[config.mk]
export PLATFORM = sky130hd
export DESIGN_NAME = ssd_mux_driver
export DESIGN_NICKNAME = d
export VERILOG_FILES = /design/src/rtl/ssd_mux_driver.sv
export SDC_FILE = /design/constraint.sdc
export NUM_CORES = 1
export LEC_CHECK = 0
export ABC_AREA = 1
export CORE_MARGIN = 10
export CORE_UTILIZATION = 35
export DETAILED_ROUTE_END_ITERATION = 8
export PLACE_DENSITY = 0.57
export SYNTH_ARGS = -nofsm -noshare
export SYNTH_HDL_FRONTEND = slang
export SYNTH_SLANG_ARGS = --single-unit
[constraint.sdc]
create_clock -name clk -period 4 [get_ports clk]
set_input_delay 0.4 -clock clk [delete_from_list [all_inputs] [get_ports clk]]
set_output_delay 0.4 -clock clk [all_outputs]
set_load 0.05 [all_outputs]
[src/rtl/ssd_mux_driver.sv]
// ssd_mux_driver: binary-to-BCD (sequential double dabble) plus a time-multiplexed
// common-anode seven-segment driver for NUM_DIGITS digits.
// Optional build macro: SSD_BLANK_EN enables leading-zero blanking.
module ssd_mux_driver #(
  parameter int NUM_DIGITS  = 4,
  parameter int DATA_W      = 13,
  parameter int REFRESH_DIV = 100000
) (
  input  logic                  clk,
  input  logic                  reset,
  input  logic [DATA_W-1:0]     value,
  input  logic                  load,
  output logic                  busy,
  output logic                  overflow,
  output logic [NUM_DIGITS-1:0] anode,
  output logic [6:0]            seg
);

  // Scratch keeps one spare nibble so an overflowing value cannot disturb the low digits.
  localparam int SCR_W = (NUM_DIGITS + 1) * 4;
  localparam int DSP_W = NUM_DIGITS * 4;
  localparam int CNT_W = $clog2(DATA_W + 1);
  localparam int REF_W = $clog2(REFRESH_DIV);
  localparam int IDX_W = (NUM_DIGITS > 1) ? $clog2(NUM_DIGITS) : 1;

  function automatic logic [63:0] pow10(input int n);
    logic [63:0] p;
    p = 64'd1;
    for (int k = 0; k < n; k++) p = p * 64'd10;
    return p;
  endfunction

  localparam logic [63:0] LIMIT = pow10(NUM_DIGITS);

  function automatic logic [6:0] seg_decode(input logic [3:0] d);
    case (d)
      4'd0:    seg_decode = 7'b0000001;
      4'd1:    seg_decode = 7'b1001111;
      4'd2:    seg_decode = 7'b0010010;
      4'd3:    seg_decode = 7'b0000110;
      4'd4:    seg_decode = 7'b1001100;
      4'd5:    seg_decode = 7'b0100100;
      4'd6:    seg_decode = 7'b0100000;
      4'd7:    seg_decode = 7'b0001111;
      4'd8:    seg_decode = 7'b0000000;
      4'd9:    seg_decode = 7'b0000100;
      default: seg_decode = 7'b1111111;
    endcase
  endfunction

  typedef enum logic [1:0] {S_IDLE, S_CONV, S_COMMIT} state_t;

  state_t                  r_state;
  logic                    r_busy;
  logic                    r_ovf;
  logic                    r_pend;
  logic [DATA_W-1:0]       r_pend_val;
  logic [DATA_W-1:0]       r_bin;
  logic [DATA_W-1:0]       r_cap;
  logic [SCR_W-1:0]        r_scr;
  logic [CNT_W-1:0]        r_cnt;
  logic [DSP_W-1:0]        r_disp;
  logic [REF_W-1:0]        r_ref;
  logic [IDX_W-1:0]        r_idx;
  logic [NUM_DIGITS-1:0]   r_anode;
  logic [6:0]              r_seg;

  logic [SCR_W-1:0]        w_adj;
  logic                    w_next_go;
  logic [DATA_W-1:0]       w_next_val;
  logic [3:0]              w_nib;
  logic [NUM_DIGITS-1:0]   w_blank;
  logic [NUM_DIGITS-1:0]   w_blank_bus;
  logic                    w_blank_sel;
  logic [6:0]              w_seg;

  // A load arriving in COMMIT chains directly, and takes precedence over the stored pending value.
  assign w_next_go  = load | r_pend;
  assign w_next_val = load ? value : r_pend_val;

  // Double-dabble correction: add 3 to every scratch nibble that is 5 or more.
  always_comb begin
    w_adj = r_scr;
    for (int k = 0; k < NUM_DIGITS + 1; k++) begin
      if (r_scr[k*4 +: 4] >= 4'd5) w_adj[k*4 +: 4] = r_scr[k*4 +: 4] + 4'd3;
    end
  end

  // Conversion FSM: capture, shift DATA_W times, then commit to the display register.
  always_ff @(posedge clk or posedge reset) begin
    if (reset) begin
      r_state    <= S_IDLE;
      r_busy     <= 1'b0;
      r_ovf      <= 1'b0;
      r_pend     <= 1'b0;
      r_pend_val <= '0;
      r_bin      <= '0;
      r_cap      <= '0;
      r_scr      <= '0;
      r_cnt      <= '0;
      r_disp     <= '0;
    end else begin
      case (r_state)
        S_IDLE: begin
          if (load) begin
            r_bin   <= value;
            r_cap   <= value;
            r_scr   <= '0;
            r_cnt   <= CNT_W'(DATA_W);
            r_busy  <= 1'b1;
            r_state <= S_CONV;
          end
        end
        S_CONV: begin
          if (load) begin
            r_pend     <= 1'b1;
            r_pend_val <= value;
          end
          r_scr <= {w_adj[SCR_W-2:0], r_bin[DATA_W-1]};
          r_bin <= r_bin << 1;
          r_cnt <= r_cnt - CNT_W'(1);
          if (r_cnt == CNT_W'(1)) r_state <= S_COMMIT;
        end
        S_COMMIT: begin
          r_disp <= r_scr[DSP_W-1:0];
          r_ovf  <= (64'(r_cap) >= LIMIT);
          if (w_next_go) begin
            r_bin   <= w_next_val;
            r_cap   <= w_next_val;
            r_scr   <= '0;
            r_cnt   <= CNT_W'(DATA_W);
            r_pend  <= 1'b0;
            r_state <= S_CONV;
          end else begin
            r_busy  <= 1'b0;
            r_state <= S_IDLE;
          end
        end
        default: r_state <= S_IDLE;
      endcase
    end
  end

  // Refresh timer: hold each digit for REFRESH_DIV cycles, then step to the next digit.
  always_ff @(posedge clk or posedge reset) begin
    if (reset) begin
      r_ref <= '0;
      r_idx <= '0;
    end else if (r_ref == REF_W'(REFRESH_DIV - 1)) begin
      r_ref <= '0;
      r_idx <= (r_idx == IDX_W'(NUM_DIGITS - 1)) ? '0 : r_idx + IDX_W'(1);
    end else begin
      r_ref <= r_ref + REF_W'(1);
    end
  end

`ifdef SSD_BLANK_EN
  logic w_seen;
  // Blank every digit above the most significant nonzero one; digit 0 always stays lit.
  always_comb begin
    w_blank = '0;
    w_seen  = 1'b0;
    for (int k = NUM_DIGITS - 1; k >= 1; k--) begin
      if (r_disp[k*4 +: 4] != 4'd0) w_seen = 1'b1;
      w_blank[k] = ~w_seen;
    end
  end
`else
  assign w_blank = '0;
`endif

  assign w_nib       = 4'(r_disp >> {r_idx, 2'b00});
  assign w_blank_bus = w_blank >> r_idx;
  assign w_blank_sel = w_blank_bus[0];

  // Segment pattern for the selected digit: overflow beats blanking beats the BCD digit.
  always_comb begin
    if (r_ovf)            w_seg = 7'b1111110;
    else if (w_blank_sel) w_seg = 7'b1111111;
    else                  w_seg = seg_decode(w_nib);
  end

  // Registered pins so anode and segments switch on the same edge.
  always_ff @(posedge clk or posedge reset) begin
    if (reset) begin
      r_anode <= ~NUM_DIGITS'(1);
      r_seg   <= 7'b0000001;
    end else begin
      r_anode <= ~(NUM_DIGITS'(1) << r_idx);
      r_seg   <= w_seg;
    end
  end

  assign busy     = r_busy;
  assign overflow = r_ovf;
  assign anode    = r_anode;
  assign seg      = r_seg;

endmodule

==> results of run 1 <==
worst paths after layout:
path / start / to / depth (start not counted)
setup / recovery: r_state[0] / r_bin[3] / 6
hold / removal: r_ref[0] / r_ref[0] / 1
setup reg to reg: r_state[0] / r_bin[3] / 6
hold reg to reg: r_ref[0] / r_ref[0] / 1
max in group asynchronous: reset / seg[0] / 3
min in group asynchronous: reset / r_pend_val[3] / 2
flip-flops by register name, indices dropped and copies added (netlist names):
name and count:
anode 4, busy 1, r_bin 13, r_cnt 4, r_disp 16, r_idx 2, r_pend 1, r_pend_val 13
r_ref 17, r_scr 16, r_state 2, seg 7
cells by family (layout without fill, tap and decap cells):
kind of cell,Yosys count,count (layout),synth area share [%]
simple gates,286,286,23.7
xor+xnor,12,12,2.08
compound gates,114,114,11.5
buf+inv,106,129,8.74
other cells,1,1,0.0742
flops,96,96,47.7
fa+ha+maj,25,25,6.19
power groups by stage:
stage | Clock, mW | Combinational, mW | Sequential, mW
after detailed placement | 0 | 1.09 | 1.29
after global routing | 0.949 | 1.25 | 1.30
after CTS | 0.907 | 1.09 | 1.28
after global placement | 0 | 1.07 | 1.29
final | 0.881 | 1.08 | 1.28
after floorplan | 0 | 0.811 | 1.35
per-layer routing:
metal / GRT usage, % / wire [um]
met1: 12.9 / 4950
met2: 17.7 / 4750
met3: 3.11 / 430
met4: 2.99 / 148
met5: 0 / 0
stage by stage:
step | worst slack (ns) | utilization (%) | hold WS, ns
after CTS | 1.69 | 41.2 | 0.475
after floorplan | 1.10 | - | 0.433
after global placement | 1.61 | 39.0 | 0.445
final | 1.69 | 41.2 | 0.466
after global routing | 1.45 | 41.2 | 0.487
after detailed placement | 1.55 | 39.0 | 0.466
cells in the mapped netlist (2+ instances only):
cell and number:
inv_4 2, nand2_1 169, inv_1 82, o21ai_1 8, buf_6 2, ha_1 25
buf_2 7, dfrtp_1 92, nand3_1 52, o21ai_0 76, nor2_1 52, xor2_1 11
nand3b_1 2, clkbuf_1 8, buf_4 4, nand4_1 3, a21oi_1 26, nand2_2 3
dfstp_2 4
cell type report:
cell class / instances / area (um2) / area share [%]
inverter: 85 / 325 / 5.64
tap: 180 / 225 / 3.91
sequential: 96 / 2410 / 41.8
clock buffer: 12 / 267 / 4.62
multi-input combinational: 438 / 2200 / 38.2
clock inverter: 3 / 40.0 / 0.695
timing repair buffer: 29 / 298 / 5.17
worst max-delay path, cell delays in order, from the launching register on:
cell	delay [ns]
dfrtp_1	0.40
inv_1	0.09
ha_1	0.76
nand2_1	0.49
a21oi_1	0.24
o21ai_0	0.12
a21oi_1	0.15
==> impl_metrics.env, run 1 <==
export IMPL_wire_per_inst_um=12.2
export IMPL_fill_cells=1436
export IMPL_layout_area_overhead_vs_synth_pct=14.1
export IMPL_first_global_vias=3968
export IMPL_r2r_slack_ns=1.69
export IMPL_ys_top_cells_by_area="dfrtp_1 (46%), nand2_1 (13%), o21ai_0 (7.5%)"
export IMPL_fin_nets=700
export IMPL_layout_common_cells="nand2_1 (169), dfrtp_1 (92), inv_1 (81), o21ai_0 (76)"
export IMPL_synthesis_area_um2=5050
export IMPL_worstSetupPathType="reg2reg"
export IMPL_relSlewSlack_pct=37.8
export IMPL_layout_drive_gt1_share_pct=5.13
export IMPL_synth_top_area_cell="dfrtp_1"
export IMPL_place_detailed_hpwl_mm=7.24
export IMPL_synth_seq_area_share_pct=47.7
export IMPL_power_mw=3.24
export IMPL_cts_setup_buffers=0
export IMPL_setup_viol=0
export IMPL_grt_overflow=0
export IMPL_ant_nets=0
export IMPL_die_x_um=140
export IMPL_clk_latency_ns=0.34
export IMPL_cts_tree="yes"
export IMPL_viasPerCell=4.74
export IMPL_peakVddDrop_mv=0.325
export IMPL_ctsResizeCount=0
export IMPL_critPathLaunchType="flop"
export IMPL_required_ns=4.27
export IMPL_holdBufCountCts=0
export IMPL_path_max_fanout=26
export IMPL_drc=0
export IMPL_status="completed"
export IMPL_placedCellCount=828
export IMPL_synth_avg_cell_area_um2=7.89
export IMPL_tightest_slew_ns=0.932
export IMPL_intPower_mw=2.05
export IMPL_diodes=0
export IMPL_grt_pass1_wl_mm=17.8
export IMPL_antenna_found_initial=0
export IMPL_powerDensity_nw_per_um2=562
export IMPL_synthCells=640
export IMPL_synth_flop_cell="dfrtp_1"
export IMPL_grt_max_degree=53
export IMPL_synth_edff_count=0
export IMPL_fin_crit_sh_pct=57.7
export IMPL_critPathArrivalTime_ns=2.58
export IMPL_synth_seq_cells=96
export IMPL_p_leak_nw=2.85
export IMPL_placed_area_um2=5460
export IMPL_synth_warnings=0
export IMPL_start_util_pct=36.1
export IMPL_synthArstFlopShare_pct=100
export IMPL_synth_top_area_share_pct=45.6
export IMPL_p_comb_share_pct=33.3
export IMPL_top_level_ports=29
export IMPL_htreeDepth=3
export IMPL_wl_mm=10.3
export IMPL_design_area_um2=5760
export IMPL_pwr_share_seq_pct=39.5
export IMPL_cts_sinks=96
export IMPL_switchingPower_mw=1.19
export IMPL_cts_buffers=9
export IMPL_port_buffers=27
export IMPL_clock_fmax_ghz=0.433
export IMPL_power_frac_clock_pct=27.2
export IMPL_gp_congestion=0.840
export IMPL_layout_commonest_cell="nand2_1"
export IMPL_setup_tns_ns=0
export IMPL_fin_skew_ns=0.00811
export IMPL_switching_share_pct=36.8
export IMPL_end_kind="flop"
export IMPL_synth_fp_nets=681
export IMPL_core_um2=14000
export IMPL_track_usage_pct=10.6
export IMPL_die_y_um=140
export IMPL_cap_viol_max_count=0
export IMPL_cts_root_buffer="clkbuf_16"
export IMPL_clkTransAtPathRegs_ns=0.06
export IMPL_period_needed_ns=2.31
export IMPL_slew_violations=0
export IMPL_num_rows=43
export IMPL_hp_class="reg2reg"
export IMPL_final_cells=843
export IMPL_rsz0062_at_grt="no"
export IMPL_ctsLongestPathBuffers=2
export IMPL_dieArea_um2=19600
export IMPL_finalHoldViolCount=0
export IMPL_drt_iter0_markers=287
export IMPL_via_count=3999
export IMPL_dr_pass1_iters=4
export IMPL_synth_cell_type_count=31
No activity file was read; power rests on OpenSTA's default activity.
==> run 2: changes to the inputs <==
==> constraint.sdc (replaced) <==
create_clock -name clk -period 2.35 [get_ports clk]
set_input_delay 0.235 -clock clk [delete_from_list [all_inputs] [get_ports clk]]
set_output_delay 0.235 -clock clk [all_outputs]
set_load 0.05 [all_outputs]
==> impl_metrics.env, run 2 (synthesized netlist as in run 1, its figures left out) <==
export IMPL_largest_reg_flops=17
export IMPL_die_y_um=140
export IMPL_layout_common_cells="nand2_1 (169), dfrtp_1 (92), inv_1 (81), o21ai_0 (76)"
export IMPL_r2r_slack_ns=0.52
export IMPL_drc=0
export IMPL_layout_drive_gt1_share_pct=5.69
export IMPL_core_um2=14000
export IMPL_gp_congestion=0.845
export IMPL_critPathArrivalTime_ns=1.65
export IMPL_slew_violations=0
export IMPL_fin_skew_ns=0.00808
export IMPL_dieArea_um2=19600
export IMPL_ctsResizeCount=0
export IMPL_status="completed"
export IMPL_worstSetupPathType="reg2out"
export IMPL_end_kind="output pin"
export IMPL_peakVddDrop_mv=0.635
export IMPL_start_util_pct=36.1
export IMPL_design_area_um2=5790
export IMPL_setup_tns_ns=0
export IMPL_htreeDepth=3
export IMPL_cpLargestDelayFamily="buffers and inverters"
export IMPL_diodes=0
export IMPL_fin_nets=705
export IMPL_tightest_slew_ns=0.531
export IMPL_layout_area_overhead_vs_synth_pct=14.5
export IMPL_grt_overflow=0
export IMPL_placed_area_um2=5500
export IMPL_cts_sinks=96
export IMPL_viasPerCell=4.75
export IMPL_pre_cts_ws_ns=0.495
export IMPL_clk_latency_ns=0.34
export IMPL_path_max_fanout=1
export IMPL_grt_max_degree=97
export IMPL_track_usage_pct=10.8
export IMPL_critPathBufInv=1
export IMPL_cts_tree="yes"
export IMPL_relSlewSlack_pct=64.6
export IMPL_setup_viol=0
export IMPL_ctsLongestPathBuffers=2
export IMPL_antenna_found_initial=0
export IMPL_rsz0062_at_grt="no"
export IMPL_grt_pass1_wl_mm=18.3
export IMPL_required_ns=2.12
export IMPL_p_leak_nw=2.86
export IMPL_layout_commonest_cell="nand2_1"
export IMPL_num_rows=43
export IMPL_ant_nets=0
export IMPL_drt_iter0_markers=324
export IMPL_hold_worst_slack_ns=0.357
export IMPL_first_global_vias=3938
export IMPL_clock_fmax_ghz=0.532
export IMPL_crit_chain="clkdlybuf4s50_1"
export IMPL_place_detailed_hpwl_mm=7.06
export IMPL_critPathLaunchType="flop"
export IMPL_cts_root_buffer="clkbuf_16"
export IMPL_port_buffers=27
export IMPL_clkTransAtPathRegs_ns=0.07
export IMPL_die_x_um=140
export IMPL_period_needed_ns=1.88
export IMPL_reg2reg_to="seg[3]"
export IMPL_via_count=4031
export IMPL_hp_class="in2async"
export IMPL_top_level_ports=29
export IMPL_dr_pass1_iters=5
export IMPL_finalHoldViolCount=0
export IMPL_cap_viol_max_count=0
export IMPL_setup_ws_ns=0.469
export IMPL_cts_setup_buffers=0
export IMPL_fin_crit_sh_pct=80.1
export IMPL_cp_slowest_cell="clkdlybuf4s50_1"
export IMPL_reg_top3="r_ref: 17 flops, r_disp: 16 flops, r_scr: 16 flops"
export IMPL_powerDensity_nw_per_um2=957
export IMPL_wire_per_inst_um=12.2
export IMPL_cts_buffers=9
export IMPL_regMostFlops="r_ref"
export IMPL_reg2reg_from="r_idx[0]"
export IMPL_wl_mm=10.3
export IMPL_ff2ff_path_depth=10
export IMPL_holdBufCountCts=0
export IMPL_max_stage_delay_ns=0.79
[run 2: report_power, final]
part	leakage, nW	switching, mW	total (mW)	internal [mW]
Clock	0.145	0.607	1.45	0.843
Combinational	1.47	1.28	1.91	0.632
Sequential	1.25	0.171	2.17	2.00
[run 2: cell type report]
| cell class | count | area, um2 |
|---|---|---|
| clock buffers | 11 | 243 |
| repair buffers | 34 | 335 |
| inverters | 85 | 328 |
| fillers | 1411 | 8200 |
| flip-flops and latches | 96 | 2410 |
| multi-input cells | 438 | 2200 |
| well taps | 180 | 225 |
| clock inverters | 4 | 45.0 |
[run 2: worst max-delay path by stage]
stage	start	endpoint	slack [ns]	depth (start not counted)
final	anode[1]	anode[1]	0.47	1
after global routing	r_idx[0]	seg[1]	0.34	9
after CTS	anode[1]	anode[1]	0.44	1
after detailed placement	load	r_scr[11]	0.49	7
after global placement	r_idx[0]	seg[3]	0.55	10
after floorplan	r_idx[0]	seg[3]	0.75	11
[run 2: routing by layer]
metal  routed length, um  global-route usage [%]  part of all wire (%)  vias up
met5                   0                       0                     0        -
met4                 100                    3.42                  0.97        0
met3                 468                    3.11                   4.5        9
met2                4690                    17.1                    45       76
met1                5080                    13.9                    49     1878
li1                    -                       -                     -     2068
[run 2: per-stage QoR]
stage	power, mW	std cells	utilization (%)
after floorplan	3.67	640	-
after global placement	4.09	833	39.3
after detailed placement	4.14	833	39.3
after CTS	5.62	848	41.4
after global routing	6.01	848	41.4
final	5.54	848	41.4
==> run 3: changes to the inputs <==
==> constraint.sdc (replaced) <==
create_clock -name clk -period 1.9 [get_ports clk]
set_input_delay 0.19 -clock clk [delete_from_list [all_inputs] [get_ports clk]]
set_output_delay 0.19 -clock clk [all_outputs]
set_load 0.05 [all_outputs]
==> impl_metrics.env, run 3 (synthesized netlist as in run 1, its figures left out) <==
export IMPL_hp_class="in2async"
export IMPL_drt_iter0_markers=242
export IMPL_seq_area_um2=2410
export IMPL_top_level_ports=29
export IMPL_diodes=0
export IMPL_critPathLaunchType="flop"
export IMPL_max_stage_delay_ns=0.79
export IMPL_p_leak_nw=2.87
export IMPL_tightest_slew_ns=0.500
export IMPL_grt_max_degree=97
export IMPL_setup_viol=0
export IMPL_cap_viol_max_count=0
export IMPL_drc=0
export IMPL_critPathArrivalTime_ns=1.65
export IMPL_multi_input_area_um2=2200
export IMPL_power_mw=6.94
export IMPL_peakVddDrop_mv=0.953
export IMPL_fin_crit_sh_pct=96.7
export IMPL_worstSetupPathType="reg2out"
export IMPL_dr_pass1_iters=5
export IMPL_required_ns=1.71
export IMPL_num_rows=43
export IMPL_wl_mm=10.3
export IMPL_end_kind="output pin"
export IMPL_layout_common_cells="nand2_1 (168), dfrtp_1 (91), inv_1 (81), o21ai_0 (76)"
export IMPL_regMostFlops="r_ref"
export IMPL_power_frac_clock_pct=26.4
export IMPL_fin_nets=708
export IMPL_clock_fmax_ghz=0.544
export IMPL_antenna_found_initial=0
export IMPL_via_count=4008
export IMPL_dieArea_um2=19600
export IMPL_ant_nets=0
export IMPL_switching_share_pct=36.8
export IMPL_start_util_pct=36.1
export IMPL_intPower_mw=4.38
export IMPL_fin_skew_ns=0.00766
export IMPL_setup_tns_ns=0
export IMPL_largest_reg_flops=17
export IMPL_place_detailed_hpwl_mm=7.15
export IMPL_first_global_vias=4120
export IMPL_gp_congestion=0.845
export IMPL_track_usage_pct=11.0
export IMPL_die_x_um=140
export IMPL_cts_root_buffer="clkbuf_16"
export IMPL_wire_per_inst_um=12.0
export IMPL_p_comb_share_pct=34.9
export IMPL_switchingPower_mw=2.55
export IMPL_grt_overflow=0
export IMPL_cts_buffers=9
export IMPL_slew_violations=0
export IMPL_hold_worst_slack_ns=0.354
export IMPL_cpLargestDelayFamily="buffers and inverters"
export IMPL_path_max_fanout=1
export IMPL_layout_drive_gt1_share_pct=6.25
export IMPL_layout_area_overhead_vs_synth_pct=15.3
export IMPL_viasPerCell=4.70
export IMPL_status="completed"
export IMPL_finalHoldViolCount=0
export IMPL_cts_setup_buffers=0
export IMPL_grt_pass1_wl_mm=18.5
export IMPL_relSlewSlack_pct=66.6
export IMPL_clk_latency_ns=0.34
export IMPL_cp_slowest_cell="clkdlybuf4s50_1"
export IMPL_pwr_share_seq_pct=38.8
export IMPL_ctsLongestPathBuffers=2
export IMPL_htreeDepth=3
export IMPL_cts_tree="yes"
export IMPL_period_needed_ns=1.84
export IMPL_rsz0062_at_grt="no"
export IMPL_holdBufCountCts=0
export IMPL_cts_sinks=96
export IMPL_reg_top3="r_ref: 17 flops, r_disp: 16 flops, r_scr: 16 flops"
export IMPL_crit_chain="clkdlybuf4s50_1"
export IMPL_powerDensity_nw_per_um2=1190
export IMPL_clkTransAtPathRegs_ns=0.07
export IMPL_core_um2=14000
export IMPL_critPathBufInv=1
export IMPL_ctsResizeCount=0
export IMPL_port_buffers=27
export IMPL_die_y_um=140
export IMPL_fill_cells=1435
export IMPL_layout_commonest_cell="nand2_1"
==> run 3: changes by cell type in the layout (fill, tap and decap cells not counted), sizes merged <==
cell      before  now
clkinv         3    0
buf            7   10
clkbuf        11   14
clkinvlp       1    2
==> run 3: metrics by stage <==
| stage | setup slack (ns) | std cells | utilization, % | instance area [um2] |
|---|---|---|---|---|
| CTS | 0.0310 | 852 | 41.6 | 5820 |
| floorplan | 0.305 | 640 | - | 5050 |
| detailed placement | 0.126 | 836 | 39.5 | 5520 |
| global placement | 0.214 | 836 | 39.5 | 5520 |
| global route | 0.00932 | 852 | 41.6 | 5830 |
| finish | 0.0624 | 852 | 41.6 | 5830 |
==> run 3: final timing paths <==
check,to,from,cells past startpoint,slack [ns]
hold / removal,r_bin[2],reset,3,0.35
max in group asynchronous,r_idx[0],reset,3,1.17
hold reg to reg,r_ref[0],r_ref[0],1,0.46
setup reg to reg,seg[3],r_idx[0],10,0.18
min in group clk,r_pend_val[7],value[7],3,0.46
setup / recovery,seg[0],seg[0],1,0.06
==> run 3: routing by layer <==
metal | global-route usage [%] | part of all wire, % | vias up | routed length [um]
li1 | - | - | 2072 | -
met2 | 18.0 | 47 | 68 | 4800
met4 | 3.70 | 0.87 | 0 | 89
met1 | 13.1 | 47 | 1860 | 4860
met3 | 4.06 | 4.9 | 8 | 504
met5 | 0 | 0 | - | 0
==> run 3: cell type report <==
| cell class | count | share of cell area (%) |
|---|---|---|
| Timing Repair Buffer | 37 | 6.14 |
| Inverter | 85 | 5.63 |
| Clock inverter | 2 | 0.644 |
| Tap cell | 180 | 3.87 |
| Sequential cell | 96 | 41.3 |
| Multi-Input combinational cell | 438 | 37.8 |
| Clock buffer | 14 | 4.53 |
==> run 3: power by group through the flow <==
stage	Clock, mW	Combinational, mW	Sequential (mW)
after detailed placement	0	2.44	2.72
after CTS	1.90	2.44	2.69
after global placement	0	2.38	2.72
after floorplan	0	1.71	2.84
after global routing	1.98	2.82	2.74
final	1.83	2.42	2.69
==> run 3: worst register-to-register path, stage by stage, from the launching register on <==
cell and delay (ns):
dfrtp_2 0.49, inv_4 0.14, nand2_1 0.07, nand2_1 0.06, nand2_1 0.05, nand2_1 0.15
inv_1 0.12, ha_1 0.29, nand3_1 0.10, nand3_1 0.10, nand2_1 0.05
